File: config.mk
export PLATFORM = sky130hd
export DESIGN_NAME = rv32i_lsu_flat
export DESIGN_NICKNAME = d
export VERILOG_FILES = /design/src/rtl/rv32i_lsu_if.sv /design/src/rtl/rv32i_lsu.sv /design/src/flat_wrapper.sv
export SDC_FILE = /design/constraint.sdc
export NUM_CORES = 1
export LEC_CHECK = 0
export BUFFER_PORTS_ARGS = -buffer_cell sky130_fd_sc_hd__buf_2
export CAP_MARGIN = 40
export CORE_MARGIN = 1
export CORE_UTILIZATION = 35
export CTS_CLUSTER_DIAMETER = 60
export CTS_CLUSTER_SIZE = 40
export DETAILED_ROUTE_END_ITERATION = 10
export SLEW_MARGIN = 0
export SYNTH_ARGS = -nofsm -noshare
export SYNTH_HDL_FRONTEND = slang
export SYNTH_SLANG_ARGS = --single-unit
File: constraint.sdc
create_clock -name i_clk -period 2.8 [get_ports i_clk]
set_input_delay 0.56 -clock i_clk [delete_from_list [all_inputs] [get_ports i_clk]]
set_output_delay 0.56 -clock i_clk [all_outputs]
set_load 0.01 [all_outputs]
File: src/rtl/rv32i_lsu_if.sv
// Core-request, response and word-memory port bundle for rv32i_lsu.
// slave = LSU view; master = core plus data-memory view.
interface rv32i_lsu_if #(
   parameter int unsigned ADDR_W = 5
);
   logic              req_valid;
   logic              req_ready;
   logic              req_we;
   logic [2:0]        req_funct3;
   logic [31:0]       req_addr;
   logic [31:0]       req_wdata;
   logic              resp_valid;
   logic [31:0]       resp_rdata;
   logic              resp_err;
   logic              mem_en;
   logic              mem_we;
   logic [ADDR_W-1:0] mem_addr;
   logic [31:0]       mem_wdata;
   logic [31:0]       mem_rdata;
   logic              mem_ack;

   modport slave (
      input  req_valid, req_we, req_funct3, req_addr, req_wdata, mem_rdata, mem_ack,
      output req_ready, resp_valid, resp_rdata, resp_err, mem_en, mem_we, mem_addr, mem_wdata
   );

   modport master (
      output req_valid, req_we, req_funct3, req_addr, req_wdata, mem_rdata, mem_ack,
      input  req_ready, resp_valid, resp_rdata, resp_err, mem_en, mem_we, mem_addr, mem_wdata
   );
endinterface

File: src/rtl/rv32i_lsu.sv
// RV32I load/store unit: word-wide memory port, RMW for SB/SH, load lane extraction.
// Optional LSU_MISALIGN_TRAP_EN: trap misaligned half/word accesses instead of force-aligning.
module rv32i_lsu #(
   parameter int unsigned ADDR_W = 5
) (
   input  logic        i_clk,
   input  logic        i_rst_n,
   rv32i_lsu_if.slave  io_bus
);

   typedef enum logic [1:0] {StIdle, StRd, StWr, StResp} state_t;

   state_t            r_state;
   logic              r_we;
   logic [2:0]        r_funct3;
   logic [1:0]        r_off;
   logic [15:0]       r_wdata;
   logic              r_mem_en;
   logic              r_mem_we;
   logic [ADDR_W-1:0] r_mem_addr;
   logic [31:0]       r_mem_wdata;
   logic              r_resp_valid;
   logic [31:0]       r_resp_rdata;
   logic              r_resp_err;

   logic        w_illegal;
   logic        w_misalign;
   logic        w_err;
   logic        w_is_sw;
   logic [1:0]  w_off;
   logic [7:0]  w_byte;
   logic [15:0] w_half;
   logic [31:0] w_load;
   logic [31:0] w_merged;
   logic        w_unused;

   assign w_unused = ^io_bus.req_addr[31:ADDR_W+2];

   assign w_illegal = io_bus.req_we ? !(io_bus.req_funct3 inside {3'b000, 3'b001, 3'b010})
                                    : (io_bus.req_funct3 inside {3'b011, 3'b110, 3'b111});
`ifdef LSU_MISALIGN_TRAP_EN
   assign w_misalign = ((io_bus.req_funct3[1:0] == 2'b01) && io_bus.req_addr[0]) ||
                       ((io_bus.req_funct3[1:0] == 2'b10) && (io_bus.req_addr[1:0] != 2'b00));
`else
   assign w_misalign = 1'b0;
`endif
   assign w_err   = w_illegal | w_misalign;
   assign w_is_sw = io_bus.req_we && (io_bus.req_funct3 == 3'b010);

   // Lane offset with force-alignment for half/word sizes.
   always_comb begin
      w_off = io_bus.req_addr[1:0];
      case (io_bus.req_funct3[1:0])
         2'b01:   w_off = {io_bus.req_addr[1], 1'b0};
         2'b10:   w_off = 2'b00;
         default: w_off = io_bus.req_addr[1:0];
      endcase
   end

   always_comb begin
      w_byte   = io_bus.mem_rdata[{r_off, 3'b000} +: 8];
      w_half   = r_off[1] ? io_bus.mem_rdata[31:16] : io_bus.mem_rdata[15:0];
      w_load   = 32'h0;
      case (r_funct3)
         3'b000:  w_load = {{24{w_byte[7]}}, w_byte};
         3'b100:  w_load = {24'h0, w_byte};
         3'b001:  w_load = {{16{w_half[15]}}, w_half};
         3'b101:  w_load = {16'h0, w_half};
         3'b010:  w_load = io_bus.mem_rdata;
         default: w_load = 32'h0;
      endcase
      w_merged = io_bus.mem_rdata;
      if (r_funct3[1:0] == 2'b00) begin
         w_merged[{r_off, 3'b000} +: 8] = r_wdata[7:0];
      end else if (r_off[1]) begin
         w_merged[31:16] = r_wdata;
      end else begin
         w_merged[15:0] = r_wdata;
      end
   end

   always_ff @(posedge i_clk) begin
      if (!i_rst_n) begin
         r_state      <= StIdle;
         r_we         <= 1'b0;
         r_funct3     <= 3'b000;
         r_off        <= 2'b00;
         r_wdata      <= 16'h0;
         r_mem_en     <= 1'b0;
         r_mem_we     <= 1'b0;
         r_mem_addr   <= '0;
         r_mem_wdata  <= 32'h0;
         r_resp_valid <= 1'b0;
         r_resp_rdata <= 32'h0;
         r_resp_err   <= 1'b0;
      end else begin
         unique case (r_state)
            StIdle: begin
               if (io_bus.req_valid) begin
                  r_we     <= io_bus.req_we;
                  r_funct3 <= io_bus.req_funct3;
                  r_off    <= w_off;
                  r_wdata  <= io_bus.req_wdata[15:0];
                  if (w_err) begin
                     r_resp_valid <= 1'b1;
                     r_resp_err   <= 1'b1;
                     r_resp_rdata <= 32'h0;
                     r_state      <= StResp;
                  end else begin
                     r_mem_en    <= 1'b1;
                     r_mem_we    <= w_is_sw;
                     r_mem_addr  <= io_bus.req_addr[ADDR_W+1:2];
                     r_mem_wdata <= w_is_sw ? io_bus.req_wdata : 32'h0;
                     r_state     <= w_is_sw ? StWr : StRd;
                  end
               end
            end
            StRd: begin
               if (io_bus.mem_ack) begin
                  if (r_we) begin
                     // Sub-word store: read word merged, write phase follows without dropping en.
                     r_mem_we    <= 1'b1;
                     r_mem_wdata <= w_merged;
                     r_state     <= StWr;
                  end else begin
                     r_mem_en     <= 1'b0;
                     r_resp_valid <= 1'b1;
                     r_resp_rdata <= w_load;
                     r_resp_err   <= 1'b0;
                     r_state      <= StResp;
                  end
               end
            end
            StWr: begin
               if (io_bus.mem_ack) begin
                  r_mem_en     <= 1'b0;
                  r_mem_we     <= 1'b0;
                  r_resp_valid <= 1'b1;
                  r_resp_rdata <= 32'h0;
                  r_resp_err   <= 1'b0;
                  r_state      <= StResp;
               end
            end
            StResp: begin
               r_resp_valid <= 1'b0;
               r_resp_rdata <= 32'h0;
               r_resp_err   <= 1'b0;
               r_state      <= StIdle;
            end
            default: r_state <= StIdle;
         endcase
      end
   end

   assign io_bus.req_ready  = (r_state == StIdle);
   assign io_bus.resp_valid = r_resp_valid;
   assign io_bus.resp_rdata = r_resp_rdata;
   assign io_bus.resp_err   = r_resp_err;
   assign io_bus.mem_en     = r_mem_en;
   assign io_bus.mem_we     = r_mem_we;
   assign io_bus.mem_addr   = r_mem_addr;
   assign io_bus.mem_wdata  = r_mem_wdata;

endmodule

File: src/flat_wrapper.sv
// flat-port wrapper written by rule: the top's interface ports become plain ports
module rv32i_lsu_flat 
#(
   parameter int unsigned ADDR_W = 5
)
  (i_clk, i_rst_n, io_bus_req_valid, io_bus_req_we, io_bus_req_funct3, io_bus_req_addr, io_bus_req_wdata, io_bus_mem_rdata, io_bus_mem_ack, io_bus_req_ready, io_bus_resp_valid, io_bus_resp_rdata, io_bus_resp_err, io_bus_mem_en, io_bus_mem_we, io_bus_mem_addr, io_bus_mem_wdata);
  rv32i_lsu_if #(.ADDR_W(ADDR_W)) io_bus_i ();
  input  logic i_clk;
  input  logic i_rst_n;
  input wire logic [$bits(io_bus_i.req_valid)-1:0] io_bus_req_valid;
  input wire logic [$bits(io_bus_i.req_we)-1:0] io_bus_req_we;
  input wire logic [$bits(io_bus_i.req_funct3)-1:0] io_bus_req_funct3;
  input wire logic [$bits(io_bus_i.req_addr)-1:0] io_bus_req_addr;
  input wire logic [$bits(io_bus_i.req_wdata)-1:0] io_bus_req_wdata;
  input wire logic [$bits(io_bus_i.mem_rdata)-1:0] io_bus_mem_rdata;
  input wire logic [$bits(io_bus_i.mem_ack)-1:0] io_bus_mem_ack;
  output wire logic [$bits(io_bus_i.req_ready)-1:0] io_bus_req_ready;
  output wire logic [$bits(io_bus_i.resp_valid)-1:0] io_bus_resp_valid;
  output wire logic [$bits(io_bus_i.resp_rdata)-1:0] io_bus_resp_rdata;
  output wire logic [$bits(io_bus_i.resp_err)-1:0] io_bus_resp_err;
  output wire logic [$bits(io_bus_i.mem_en)-1:0] io_bus_mem_en;
  output wire logic [$bits(io_bus_i.mem_we)-1:0] io_bus_mem_we;
  output wire logic [$bits(io_bus_i.mem_addr)-1:0] io_bus_mem_addr;
  output wire logic [$bits(io_bus_i.mem_wdata)-1:0] io_bus_mem_wdata;
  assign io_bus_i.req_valid = io_bus_req_valid;
  assign io_bus_i.req_we = io_bus_req_we;
  assign io_bus_i.req_funct3 = io_bus_req_funct3;
  assign io_bus_i.req_addr = io_bus_req_addr;
  assign io_bus_i.req_wdata = io_bus_req_wdata;
  assign io_bus_i.mem_rdata = io_bus_mem_rdata;
  assign io_bus_i.mem_ack = io_bus_mem_ack;
  assign io_bus_req_ready = io_bus_i.req_ready;
  assign io_bus_resp_valid = io_bus_i.resp_valid;
  assign io_bus_resp_rdata = io_bus_i.resp_rdata;
  assign io_bus_resp_err = io_bus_i.resp_err;
  assign io_bus_mem_en = io_bus_i.mem_en;
  assign io_bus_mem_we = io_bus_i.mem_we;
  assign io_bus_mem_addr = io_bus_i.mem_addr;
  assign io_bus_mem_wdata = io_bus_i.mem_wdata;
  rv32i_lsu #(.ADDR_W(ADDR_W)) u_core (.i_clk(i_clk), .i_rst_n(i_rst_n), .io_bus(io_bus_i));
endmodule
==> metrics.txt <==
# nets final=941; post-synthesis cell count=705; layout cell share with drive strength beyond 1=25.0%; share of the synthesized area in the top cell type=35.5%; FMAX=430 MHz; WL/cell=17.8 um; met1 global-route usage=30.6%; CTS tree=yes; Synth Cell Area=5470 um^2; Peak VDD IR=0.513 mV; FILL cells=1603; RSZ-0062 raised after global routing=no; global route total overflow=0; hold_buf cts=0; pin count of the biggest net entering global routing=74; Synth Flop Type=dfxtp_1; Die Wd=127 um; maximum buffer depth of the clock tree=2; Required @ worst endpoint=3080 ps; CTS Root Cell=clkbuf_16; sequential area share after synthesis=35.5%; area delta synth->final=23.4%; min-delay worst type=in2reg; Clock Latency Late Sink=350 ps; post-route ant nets=0; Startpoint Class=primary input; GP Congestion=0.911; number of flops mapped to enable cells by yosys=0; Power Density=888 nW/um^2; status=completed; post-CTS setup buffer count=0; Worst Reg2Reg Path Length in Cells=8; GR Util met3=6.53%; RR Startpoint=u_core.r_state[0]; Port Buffers=152; peak fanout along the critical path=16; H-tree lvl count=3; critical path arrival=2610 ps; endpoints failing hold=0; leakage power total=2.70 nW; Top Usage Layer GRT=met2; clk sinks=97; WS Path Type=in2reg; num rows=45; flop2flop setup slack=520 ps; post-DP HPWL=13500 um; ys async rst share=0%; final core utilization=44.2%; vias per cell=5.46; yosys warns=0; Resize count post-CTS=0; met2 usage=36.4%; first-pass GRT wire length=29000 um; Worst R2R End=u_core.io_bus.resp_rdata[20]; clk_skew=9.29 ps; initial antenna violation count=1; Mapped Avg Cell Area=7.76 um^2; clock-pin transition on the worst setup and hold timing paths=70 ps; Final TNS setup=0 ps; Routed WL=18600 um; Worst Hold End=u_core.io_bus.mem_addr[0]; actual slew at the worst max-slew pin=727 ps; core area=15300 um^2; Worst slew margin=51.2%; io pins=178; cell depth of the worst hold path=3; vias=5681; main area contributors after synthesis=dfxtp_1 35%, nand2_1 9.0%, a21oi_1 8.0%; post-route minimum period=2330 ps; total global routing track utilization=23.2%; endpoint class of the critical path=flop; Iter 0 DRT Violations=495; hold_sp=io_bus_req_addr[2]; drt first pass iters=6; Max-cap violations=0; vias in the first global route=5326; count leader, synth=nand2_1; Vert. Die Dim=127 um; Finish-stage setup viols=0; Post-synth top cells=131 x nand2_1, 97 x dfxtp_1, 87 x a21oi_1; top cell type by total area after synthesis=dfxtp_1; Net Count, Synth=822; die area=16100 um^2; Seq cells post-synth=97; Initial Util=35.9%; fin. max-slew vios=0; Residual DRC=0; period utilization=83.1%; Unique masters post-synth=44; CTS Buf Count=9
critical path, stage by stage:
cell       delay, ps
buf_2            110
inv_1             60
ha_1             220
or4b_4           560
nand4_2          130
or3b_1           400
or2_1            260
buf_12           170
o2bb2ai_1        140
logic make-up (layout without fill, tap and decap cells):
| family | count (synthesis) | count (layout) | synth area share (%) |
|---|---|---|---|
| other | 0 | 1 | 0 |
| muxes | 26 | 26 | 4.80 |
| adders and majority gates | 13 | 13 | 2.97 |
| and+or+nand+nor | 203 | 203 | 16.5 |
| AOI/OAI and AO/OA | 269 | 269 | 33.3 |
| DFF | 97 | 97 | 35.5 |
| buffers and inverters | 97 | 221 | 7.00 |
sequential cells by signal (all words and copies together), names as in the netlist:
signal                    count
u_core.io_bus.mem_wdata      32
u_core.io_bus.resp_rdata     32
u_core.r_wdata               16
u_core.io_bus.mem_addr        5
u_core.r_funct3               3
u_core.r_off                  2
u_core.r_state                2
u_core.io_bus.mem_en          1
u_core.io_bus.mem_we          1
u_core.io_bus.resp_err        1
u_core.io_bus.resp_valid      1
u_core.r_we                   1
through the flow:
step / worst slack (ps) / hold WS [ps] / power, mW / cell area [um^2] / cells
after floorplan: 198 / 449 / 3.80 / 5470 / 705
after global placement: 136 / 441 / 4.69 / 6430 / 1023
after detailed placement: 104 / 441 / 4.71 / 6430 / 1024
after CTS: 472 / 429 / 6.02 / 6750 / 1040
after global routing: 359 / 446 / 6.43 / 6750 / 1040
final: 473 / 438 / 5.99 / 6750 / 1041
worst max path at each step:
stage                    startpoint                            to  slack [ps]
2_1_floorplan  io_bus_req_funct3[0]  u_core.io_bus.resp_rdata[21]         200
3_3_place_gp   io_bus_req_funct3[0]   u_core.io_bus.resp_rdata[6]         140
3_5_place_dp   io_bus_req_funct3[0]  u_core.io_bus.resp_rdata[20]         100
4_1_cts        io_bus_req_funct3[0]  u_core.io_bus.resp_rdata[20]         470
5_1_grt           u_core.r_state[0]  u_core.io_bus.resp_rdata[20]         360
6_report       io_bus_req_funct3[0]  u_core.io_bus.resp_rdata[20]         470
layer usage:
metal | share of wire (%) | wire [um] | up-vias
met4 | 1.7 | 310 | 2
li1 | - | - | 2810
met3 | 8.4 | 1560 | 22
met5 | 0.065 | 12 | -
met1 | 45 | 8380 | 2629
met2 | 45 | 8290 | 218
cells in the final DEF (no fill, tap or decap), drive strengths merged, types with 11 or more instances in the layout:
cell,instances
buf,171
nand2,131
dfxtp,97
a21oi,87
o21ai,60
inv,35
mux2i,24
a32oi,24
o221ai,23
nor2,16
o2bb2ai,16
ha,13
nor3,12
nand3,11
clkbuf,11
report_power, final:
group          total (mW)  internal (mW)  switching [mW]
Sequential           1.89           1.68           0.214
Combinational        2.81           1.04            1.77
Clock                1.29          0.746           0.544
Total                5.99           3.46            2.53
area by class of cell:
cell class	instances	area, um^2	area share [%]
flip-flops and latches	97	1940	28.8
clock buffers	11	253	3.74
clock inverters	5	61.3	0.908
inverters	34	128	1.89
diodes	1	2.50	0.0371
repair buffers	171	938	13.9
well taps	211	264	3.91
multi-input cells	511	3160	46.8
(Power assumes the default switching activity.)
